$ cat config.mk
export PLATFORM = sky130hd
export DESIGN_NAME = fir_mac_sequencer
export DESIGN_NICKNAME = d
export VERILOG_FILES = /design/src/rtl/fir_mac_sequencer.sv
export SDC_FILE = /design/constraint.sdc
export NUM_CORES = 1
export LEC_CHECK = 0
export ABC_AREA = 1
export BUFFER_PORTS_ARGS = -buffer_cell sky130_fd_sc_hd__buf_2
export CORE_MARGIN = 2
export CORE_UTILIZATION = 55
export CTS_CLUSTER_DIAMETER = 60
export DETAILED_ROUTE_END_ITERATION = 6
export PLACE_DENSITY = 0.77
export SLEW_MARGIN = 25
export SYNTH_ARGS = -nofsm -noshare
export SYNTH_HDL_FRONTEND = slang
export SYNTH_SLANG_ARGS = --single-unit
$ cat constraint.sdc
create_clock -name system1000 -period 5.5 [get_ports system1000]
set_input_delay 0.55 -clock system1000 [delete_from_list [all_inputs] [get_ports system1000]]
set_output_delay 0.55 -clock system1000 [all_outputs]
set_load 0.005 [all_outputs]
$ cat src/rtl/fir_mac_sequencer.sv
// -----------------------------------------------------------------------------
// fir_mac_sequencer
//
// Time-multiplexed 4-tap FIR controller. A single signed 16x16 multiplier and
// one accumulator are shared across the four taps, so one output sample takes
// four MAC cycles plus one output cycle. The block owns the 4-entry sample
// delay line and the 4 coefficient registers, and sits between a sample
// source and a sink on valid/ready handshakes.
//
// Parameters:
//   COEFS      reset coefficients, c[k] = COEFS[63-16k -: 16], signed Q1.15
//   FRAC_BITS  right shift applied to the rounded accumulator (1..30)
//   ACC_W      accumulator width (>= 34)
//
// Ports:
//   system1000       in   1   clock, rising edge
//   system1000_rstn  in   1   asynchronous active-low reset
//   clear            in   1   synchronous flush of history and pipeline state
//   in_valid         in   1   input sample valid
//   in_ready         out  1   block can accept a sample (combinational)
//   in_data          in   16  signed input sample
//   out_valid        out  1   result valid (registered)
//   out_ready        in   1   sink accepts result
//   out_data         out  16  signed saturated result (registered)
//   busy             out  1   high while in MAC or OUT (registered)
//   coef_we          in   1   coefficient write strobe   (FIR_COEF_LOAD_EN)
//   coef_addr        in   2   coefficient index          (FIR_COEF_LOAD_EN)
//   coef_data        in   16  signed coefficient value   (FIR_COEF_LOAD_EN)
//
// Build option:
//   FIR_COEF_LOAD_EN  when defined, the coef_* ports exist and coefficients
//                     can be rewritten while the block is idle; otherwise the
//                     coefficients are the constant COEFS.
// -----------------------------------------------------------------------------

// Invariant checks on the sequencer's control state.
module fir_mac_sequencer_chk (
  input logic       clk,
  input logic       rst_n,
  input logic [1:0] state,
  input logic       out_valid,
  input logic       busy,
  input logic       in_ready
);

  // A result is presented only while the sequencer sits in OUT.
  a_valid_only_in_out: assert property (@(posedge clk) disable iff (!rst_n)
    out_valid == (state == 2'd2));

  // busy mirrors "not idle".
  a_busy_matches_state: assert property (@(posedge clk) disable iff (!rst_n)
    busy == (state != 2'd0));

  // No sample may be taken while the MAC loop owns the delay line.
  a_no_ready_in_mac: assert property (@(posedge clk) disable iff (!rst_n)
    (state == 2'd1) |-> !in_ready);

endmodule

module fir_mac_sequencer #(
  parameter logic [63:0] COEFS     = 64'h2000_2000_2000_2000,
  parameter int          FRAC_BITS = 15,
  parameter int          ACC_W     = 34
) (
  input  logic               system1000,
  input  logic               system1000_rstn,
  input  logic               clear,
  input  logic               in_valid,
  output logic               in_ready,
  input  logic signed [15:0] in_data,
  output logic               out_valid,
  input  logic               out_ready,
  output logic signed [15:0] out_data,
  output logic               busy
`ifdef FIR_COEF_LOAD_EN
  ,
  input  logic               coef_we,
  input  logic [1:0]         coef_addr,
  input  logic signed [15:0] coef_data
`endif
);

  typedef enum logic [1:0] {
    ST_IDLE = 2'd0,
    ST_MAC  = 2'd1,
    ST_OUT  = 2'd2
  } state_t;

  // Half-LSB rounding constant and the 16-bit clamp limits, all at ACC_W.
  localparam logic signed [ACC_W-1:0] RND    = ACC_W'(1) <<< (FRAC_BITS - 1);
  localparam logic signed [ACC_W-1:0] SAT_HI = ACC_W'(32767);
  localparam logic signed [ACC_W-1:0] SAT_LO = ACC_W'(-32768);

  // Clamp a wide signed value into the signed 16-bit range.
  function automatic logic signed [15:0] sat16(input logic signed [ACC_W-1:0] v);
    logic signed [15:0] r;
    if (v > SAT_HI) begin
      r = 16'sh7FFF;
    end else if (v < SAT_LO) begin
      r = 16'sh8000;
    end else begin
      r = v[15:0];
    end
    return r;
  endfunction

  state_t                  state_r;
  logic signed [15:0]      x_r [4];
  logic signed [ACC_W-1:0] acc_r;
  logic [1:0]              tap_r;
  logic                    out_valid_r;
  logic signed [15:0]      out_data_r;
  logic                    busy_r;

  logic signed [15:0]      coef_s [4];
  logic signed [15:0]      x_sel_s;
  logic signed [15:0]      c_sel_s;
  logic signed [31:0]      prod_s;
  logic signed [ACC_W-1:0] acc_next_s;
  logic signed [ACC_W-1:0] round_s;
  logic signed [ACC_W-1:0] shift_s;
  logic signed [15:0]      sat_s;
  logic                    in_ready_s;
  logic                    accept_s;

  assign out_valid = out_valid_r;
  assign out_data  = out_data_r;
  assign busy      = busy_r;
  assign in_ready  = in_ready_s;

  // A handshake on the input side; clear suppresses its effect in the FSM.
  assign accept_s = in_valid & in_ready_s;

`ifdef FIR_COEF_LOAD_EN
  logic signed [15:0] coef_r [4];
  logic               coef_wr_s;

  // Writes land only in IDLE on an edge that does not also take a sample.
  // Under clear no sample is taken, so a coincident write still lands.
  assign coef_wr_s = coef_we && (state_r == ST_IDLE) && !(accept_s && !clear);

  // Coefficient bank: reset to COEFS, rewritable while idle.
  always_ff @(posedge system1000 or negedge system1000_rstn) begin
    if (!system1000_rstn) begin
      for (int k = 0; k < 4; k++) begin
        coef_r[k] <= COEFS[63-16*k -: 16];
      end
    end else if (coef_wr_s) begin
      coef_r[coef_addr] <= coef_data;
    end
  end

  // Expose the coefficient bank to the datapath.
  always_comb begin
    for (int k = 0; k < 4; k++) begin
      coef_s[k] = coef_r[k];
    end
  end
`else
  // Coefficients are fixed at COEFS in this build.
  always_comb begin
    for (int k = 0; k < 4; k++) begin
      coef_s[k] = COEFS[63-16*k -: 16];
    end
  end
`endif

  // Select the sample/coefficient pair for the current tap.
  always_comb begin
    x_sel_s = 16'sd0;
    c_sel_s = 16'sd0;
    case (tap_r)
      2'd0: begin x_sel_s = x_r[0]; c_sel_s = coef_s[0]; end
      2'd1: begin x_sel_s = x_r[1]; c_sel_s = coef_s[1]; end
      2'd2: begin x_sel_s = x_r[2]; c_sel_s = coef_s[2]; end
      2'd3: begin x_sel_s = x_r[3]; c_sel_s = coef_s[3]; end
      default: begin x_sel_s = 16'sd0; c_sel_s = 16'sd0; end
    endcase
  end

  // Shared multiplier, accumulate, round-half-up, arithmetic shift, clamp.
  // On the last tap acc_next_s is the final sum, so sat_s is the result.
  assign prod_s     = 32'(x_sel_s) * 32'(c_sel_s);
  assign acc_next_s = acc_r + ACC_W'(prod_s);
  assign round_s    = acc_next_s + RND;
  assign shift_s    = round_s >>> FRAC_BITS;
  assign sat_s      = sat16(shift_s);

  // Input readiness follows the state: free in IDLE, tied to the sink in OUT.
  always_comb begin
    in_ready_s = 1'b0;
    case (state_r)
      ST_IDLE: in_ready_s = 1'b1;
      ST_MAC:  in_ready_s = 1'b0;
      ST_OUT:  in_ready_s = out_ready;
      default: in_ready_s = 1'b0;
    endcase
  end

  // Sequencer FSM with delay line, accumulator and registered outputs.
  always_ff @(posedge system1000 or negedge system1000_rstn) begin
    if (!system1000_rstn) begin
      state_r     <= ST_IDLE;
      out_valid_r <= 1'b0;
      out_data_r  <= 16'sd0;
      busy_r      <= 1'b0;
      acc_r       <= {ACC_W{1'b0}};
      tap_r       <= 2'd0;
      for (int k = 0; k < 4; k++) begin
        x_r[k] <= 16'sd0;
      end
    end else if (clear) begin
      // Flush history and any result in flight; coefficients are kept.
      state_r     <= ST_IDLE;
      out_valid_r <= 1'b0;
      busy_r      <= 1'b0;
      acc_r       <= {ACC_W{1'b0}};
      tap_r       <= 2'd0;
      for (int k = 0; k < 4; k++) begin
        x_r[k] <= 16'sd0;
      end
    end else begin
      case (state_r)
        ST_IDLE: begin
          if (accept_s) begin
            x_r[3]  <= x_r[2];
            x_r[2]  <= x_r[1];
            x_r[1]  <= x_r[0];
            x_r[0]  <= in_data;
            acc_r   <= {ACC_W{1'b0}};
            tap_r   <= 2'd0;
            busy_r  <= 1'b1;
            state_r <= ST_MAC;
          end
        end
        ST_MAC: begin
          acc_r <= acc_next_s;
          tap_r <= tap_r + 2'd1;
          if (tap_r == 2'd3) begin
            out_data_r  <= sat_s;
            out_valid_r <= 1'b1;
            state_r     <= ST_OUT;
          end
        end
        ST_OUT: begin
          if (out_ready) begin
            out_valid_r <= 1'b0;
            if (accept_s) begin
              // Back-to-back: the next sample enters on the output handshake.
              x_r[3]  <= x_r[2];
              x_r[2]  <= x_r[1];
              x_r[1]  <= x_r[0];
              x_r[0]  <= in_data;
              acc_r   <= {ACC_W{1'b0}};
              tap_r   <= 2'd0;
              state_r <= ST_MAC;
            end else begin
              busy_r  <= 1'b0;
              state_r <= ST_IDLE;
            end
          end
        end
        default: begin
          state_r     <= ST_IDLE;
          out_valid_r <= 1'b0;
          busy_r      <= 1'b0;
          tap_r       <= 2'd0;
        end
      endcase
    end
  end

  fir_mac_sequencer_chk u_chk (
    .clk       (system1000),
    .rst_n     (system1000_rstn),
    .state     (state_r),
    .out_valid (out_valid_r),
    .busy      (busy_r),
    .in_ready  (in_ready_s)
  );

endmodule

---- Word level (Yosys, flattened, before mapping) ----
Cells that the tools add are included.
storage, ports and cells
  bits in registers ....................... 120
  bits of input ports ..................... 21
  output and inout bits ................... 19
  logic and storage cells ................. 72
cells by class
  add/subtract/negate cells ............... 3
  multiply operators ...................... 1
  magnitude comparators ................... 2
  eq/ne operators ......................... 11
  multiplexer cells ....................... 32
  bitwise operators ....................... 2
  reduce and logical (&&, ||, !) cells .... 11
operators by type and width
  cell                                                   number
  two-way mux 64 bit                                     3
  case mux 64 bit (2 select lines)                       1
  two-way mux 34 bit                                     3
  case mux 34 bit (3 select lines)                       1
  case mux 16 bit (4 select lines)                       1
  two-way mux 16 bit                                     3
  adder 34 x 16 -> 34 bit (second input constant)        1
  adder 34 x 32 -> 34 bit                                1
  multiplier 16 x 16 -> 32 bit                           1
  > comparator 19 x 16 -> 1 bit (second input constant)  1
  < comparator 19 x 16 -> 1 bit (second input constant)  1
  two-way mux 2 bit                                      7
  != test 3 bit (second input constant)                  4
  case mux 2 bit (3 select lines)                        2
  AND reduction 3 bit                                    3
  two-way mux 1 bit                                      8
  == test 2 bit (second input constant)                  3
  case mux 1 bit (3 select lines)                        2
  == test 2 x 1 -> 1 bit (second input constant)         2
  logical NOT 2 bit                                      2
  != test 2 bit (second input constant)                  2
  AND reduction 2 bit                                    2
  AND reduction 4 bit                                    1
  nonzero test 4 bit                                     1
  6 further kinds                                        6

---- Depth between registers and ports, before layout ----
  depth after elaboration ................. 9
  mapped depth ............................ 31
  depth with buffers taken out ............ 29

---- Worst setup path before layout ----
OpenSTA, ideal clock, no wires.
  path type ............................... reg2reg
  start ................................... register tap_r[1]
  end ..................................... register out_data_r[0], in the netlist out_data[0]
  library setup time ...................... 0.120 ns
  data arrival time ....................... 4.190 ns
  data required time ...................... 5.380 ns
  setup slack ............................. 1.189 ns
  stages on the path, launching flop included .. 25
  path buffers ............................ 3
  period minus slack after synthesis ...... 4.311 ns
  cell sequence ........................... dfrtp_1 inv_1 ha_1 clkbuf_1 clkbuf_1 a211oi_1 a21oi_1 ha_1 ha_1 ha_1 fa_1 nand3_1 nor2_1 nand3_1 nor2_1 nand3_1 nor2_1 nand2_2 nor2_4 nand3_1 nand2_1 nand3_1 a21oi_4 buf_6 a21oi_2
between the ends
  longest elaborated chain between the ends .. 8
  elaborated cells on any way between the ends .. 13
  those cells by class .................... add/sub (2); mul (1); order compare (2); eq/ne (3); mux (3); reduce/logical (2)
RTL lines
  element                                      line      RTL
  from (decl)                                  110       logic [1:0] tap_r;
  from (signal assigned)                       238       tap_r <= tap_r + 2'd1;
  == test 2 bit, or another cell as far along  172, 239
  case mux 16 bit (4 select lines)             172       case (tap_r)
  multiplier 16 x 16 -> 32 bit                 183       assign prod_s = 32'(x_sel_s) * 32'(c_sel_s);
  adder 34 x 32 -> 34 bit                      184       assign acc_next_s = acc_r + ACC_W'(prod_s);
  adder 34 x 16 -> 34 bit                      185       assign round_s = acc_next_s + RND;
  < comparator 19 x 16 -> 1 bit                99        end else if (v < SAT_LO) begin
  two-way mux 16 bit                           99
  two-way mux 16 bit                           97        if (v > SAT_HI) begin
  to (signal assigned)                         240       out_data_r <= sat_s;
  to (decl)                                    112       logic signed [15:0] out_data_r;
Several ways; a longest one is shown, not always the timed one.
A chain may end at the register's enable or synchronous reset.

---- Worst setup path after layout ----
  start ................................... register tap_r[0]
  end ..................................... register out_data_r[4], in the netlist out_data[4]
The elaborated chain is that of the path after synthesis.

==> flow_summary.toml <==
[placed_design]
gp_congestion = 0.972
io_buffers = 39
post-place-ws_ns = 0.432
dp_hpwl_mm = 11.2

[worst_setup_path]
reg2reg_setup_slack_ns = 0.47
worst-setup-path-type = "reg2reg"
r2r-end = "out_data[4]"
arrival_ns = 5.27
cp.required_ns = 5.74
critical_path.max_fanout = 16
cp-end-kind = "flop"
r2r_cells = 24
r2r-start = "tap_r[0]"
start_kind = "flop"

[drt]
wl_per_cell_um = 14.8
vias = 5778
wl_mm = 15.6
vias_per_cell = 5.49
drcViolationCount = 0
drtAntennaViolNets = 0
drt_iter0_markers = 444
first_pass_iters = 5

[sta]
tns_ns = 0
worst_pin_slew_ns = 0.972
finalClockSkew_ns = 0.00961
relSlewSlack_pct = 35.0
finalWorstSetupSlack_ns = 0.467
drv_slew = 0
min_period_ns = 5.03
hold_viol_final = 0
min_period_over_period_pct = 91.5
max_freq_mhz = 199
setup-violations-final = 0

[yosys]
synth_cells = 867
syn_area_um2 = 6760
ys_seq_elements = 107
synth_area_per_cell_um2 = 7.80
synthArstFlopShare_pct = 100
ys_seq_area_share_pct = 39.6
syn_nets = 951
netlist-cell-type-count = 31
synth_edf_count = 0
synthFlopType = "dfrtp_1"
synth_warnings = 0

[global_routing]
use_met1_pct = 33.3
grt_usage_pct = 24.8
grt_remaining_overflow = 0
grt_max_degree = 65
grt_pass1_wl_mm = 26.0
met3_usage_pct = 4.74
grt_pass1_vias = 5441
met2_usage_pct = 40.4
antenna_found_initial = 0
grt.busiest_layer = "met2"

[layout]
seq_area_um2 = 2680
multi_input_area_um2 = 3370
nFillCells = 1073
final_cell_mix = "174 x nand2_1, 158 x inv_1, 107 x dfrtp_1"
drive_above_1_share_pct = 10.2
final_common_cell = "nand2_1"
final_nets = 985
antenna_cells = 0
synthToLayoutAreaGrowth_pct = 9.62

[clock_network]
cts_buffers = 9
root_buffer = "clkbuf_16"
cts_tree = "done"
clockBufferDepth = 2
clk_latency_ns = 0.36
clock_sinks = 107
cts_max_level = 3
cts_resized = 0
clk_pin_slew_worst_paths_ns = 0.07

[floorplan]
dieWidth_um = 115
ios = 40
coreArea_um2 = 12000
start_util_pct = 56.3
die-area_um2 = 13200
rows = 40
die_height_um = 115

[outcome]
status = "completed"

[power_and_ir_drop]
switchingPower_uw = 741
power_switching_share_pct = 35.4
p_int_mw = 1.35
power_frac_clock_pct = 30.3
power_mw = 2.09
worst_ir_drop_vdd_mv = 0.144
p_per_area_nw_per_um2 = 282
combPwrFrac_pct = 29.6
seq_power_share_pct = 40.2
p_leak_nw = 3.74

[job]
maxCapViolCount = 0

[hold_path]
hp-class = "in2async"
cells by family after synthesis:
kind of cell,synth area share [%]
simple gates,20.0
buf+inv,10.7
compound gates,16.1
flops,39.6
fa+ha+maj,11.8
xor+xnor,1.81
cell type report:
class                           instances  area share [%]
Multi-Input combinational cell        571            45.5
Sequential cell                       107            36.1
Inverter                              161            8.15
Timing Repair Buffer                   51            3.88
Clock buffer                           11            3.27
Tap cell                              147            2.48
Clock inverter                          5           0.625
worst max-delay path by stage:
stage | endpoint | cells past startpoint | start | slack (ns)
finish | out_data[4] | 24 | tap_r[0] | 0.47
global placement | out_data[6] | 23 | tap_r[0] | 0.54
CTS | out_data[5] | 23 | tap_r[0] | 0.35
floorplan | out_data[0] | 24 | tap_r[1] | 1.19
global route | out_data[4] | 24 | tap_r[0] | -0.02
detailed placement | out_data[8] | 23 | tap_r[0] | 0.43
synthesized netlist by cell type, types with 9 or more instances:
| library cell | count | share of area [%] |
|---|---|---|
| dfrtp_1 | 107 | 40 |
| ha_1 | 62 | 11 |
| clkbuf_1 | 25 | 1.4 |
| xor2_1 | 9 | 1.2 |
| a211oi_1 | 15 | 1.7 |
| nand3_1 | 64 | 4.7 |
| inv_1 | 158 | 8.8 |
| o22ai_1 | 81 | 7.5 |
| nor2_1 | 51 | 2.8 |
| a21oi_1 | 35 | 2.6 |
| nand2_1 | 175 | 9.7 |
| a21oi_2 | 10 | 1.3 |
| o21ai_0 | 34 | 2.5 |
worst max-delay path, stage by stage, from the launching register on:
cell and delay, ns:
dfrtp_1 0.41, inv_1 0.08, ha_1 0.19, inv_1 0.39
o22ai_1 0.16, a211oi_1 0.22, a21oi_1 0.09, ha_1 0.29
ha_1 0.30, ha_1 0.28, fa_1 0.60, nand3_1 0.15
nor2_1 0.13, nand3_1 0.12, nor2_1 0.14, nand3_1 0.13
nor2_1 0.16, nand2_2 0.10, nor2_4 0.13, nand3_1 0.08
nand2_1 0.09, nand3_1 0.12, a21oi_4 0.30, buf_4 0.20
a21oi_2 0.05
stage by stage:
| stage | hold slack (ns) | cell area (µm²) | instances | util (%) |
|---|---|---|---|---|
| floorplan | 0.254 | 6760 | 867 | - |
| global placement | 0.485 | 7060 | 1030 | 58.8 |
| detailed placement | 0.481 | 7070 | 1030 | 58.8 |
| CTS | 0.316 | 7360 | 1046 | 61.3 |
| global route | 0.354 | 7410 | 1053 | 61.7 |
| finish | 0.288 | 7410 | 1053 | 61.7 |
state kept, by name (all words and copies together) (netlist names):
signal,count
busy,1
tap_r,2
acc_r,21
state_r,2
out_data,16
out_valid,1
x_r,64
power by group through the flow:
stage	Sequential (mW)	Clock, mW	Combinational (mW)
floorplan	0.851	0	0.452
global placement	0.853	0	0.599
detailed placement	0.854	0	0.610
CTS	0.839	0.643	0.614
global route	0.843	0.677	0.702
finish	0.839	0.633	0.618
timing repair:
action / CTS / global route
endpoints found under the setup margin: 0 / 15
buffers inserted: 0 / 7
hold buffers: 0 / 0
metal layers:
metal,part of all wire [%],up-vias
li1,-,2942
met1,46,2688
met2,48,121
met3,3.9,27
met4,2.2,0
met5,0,-
(Power assumes the default switching activity.)
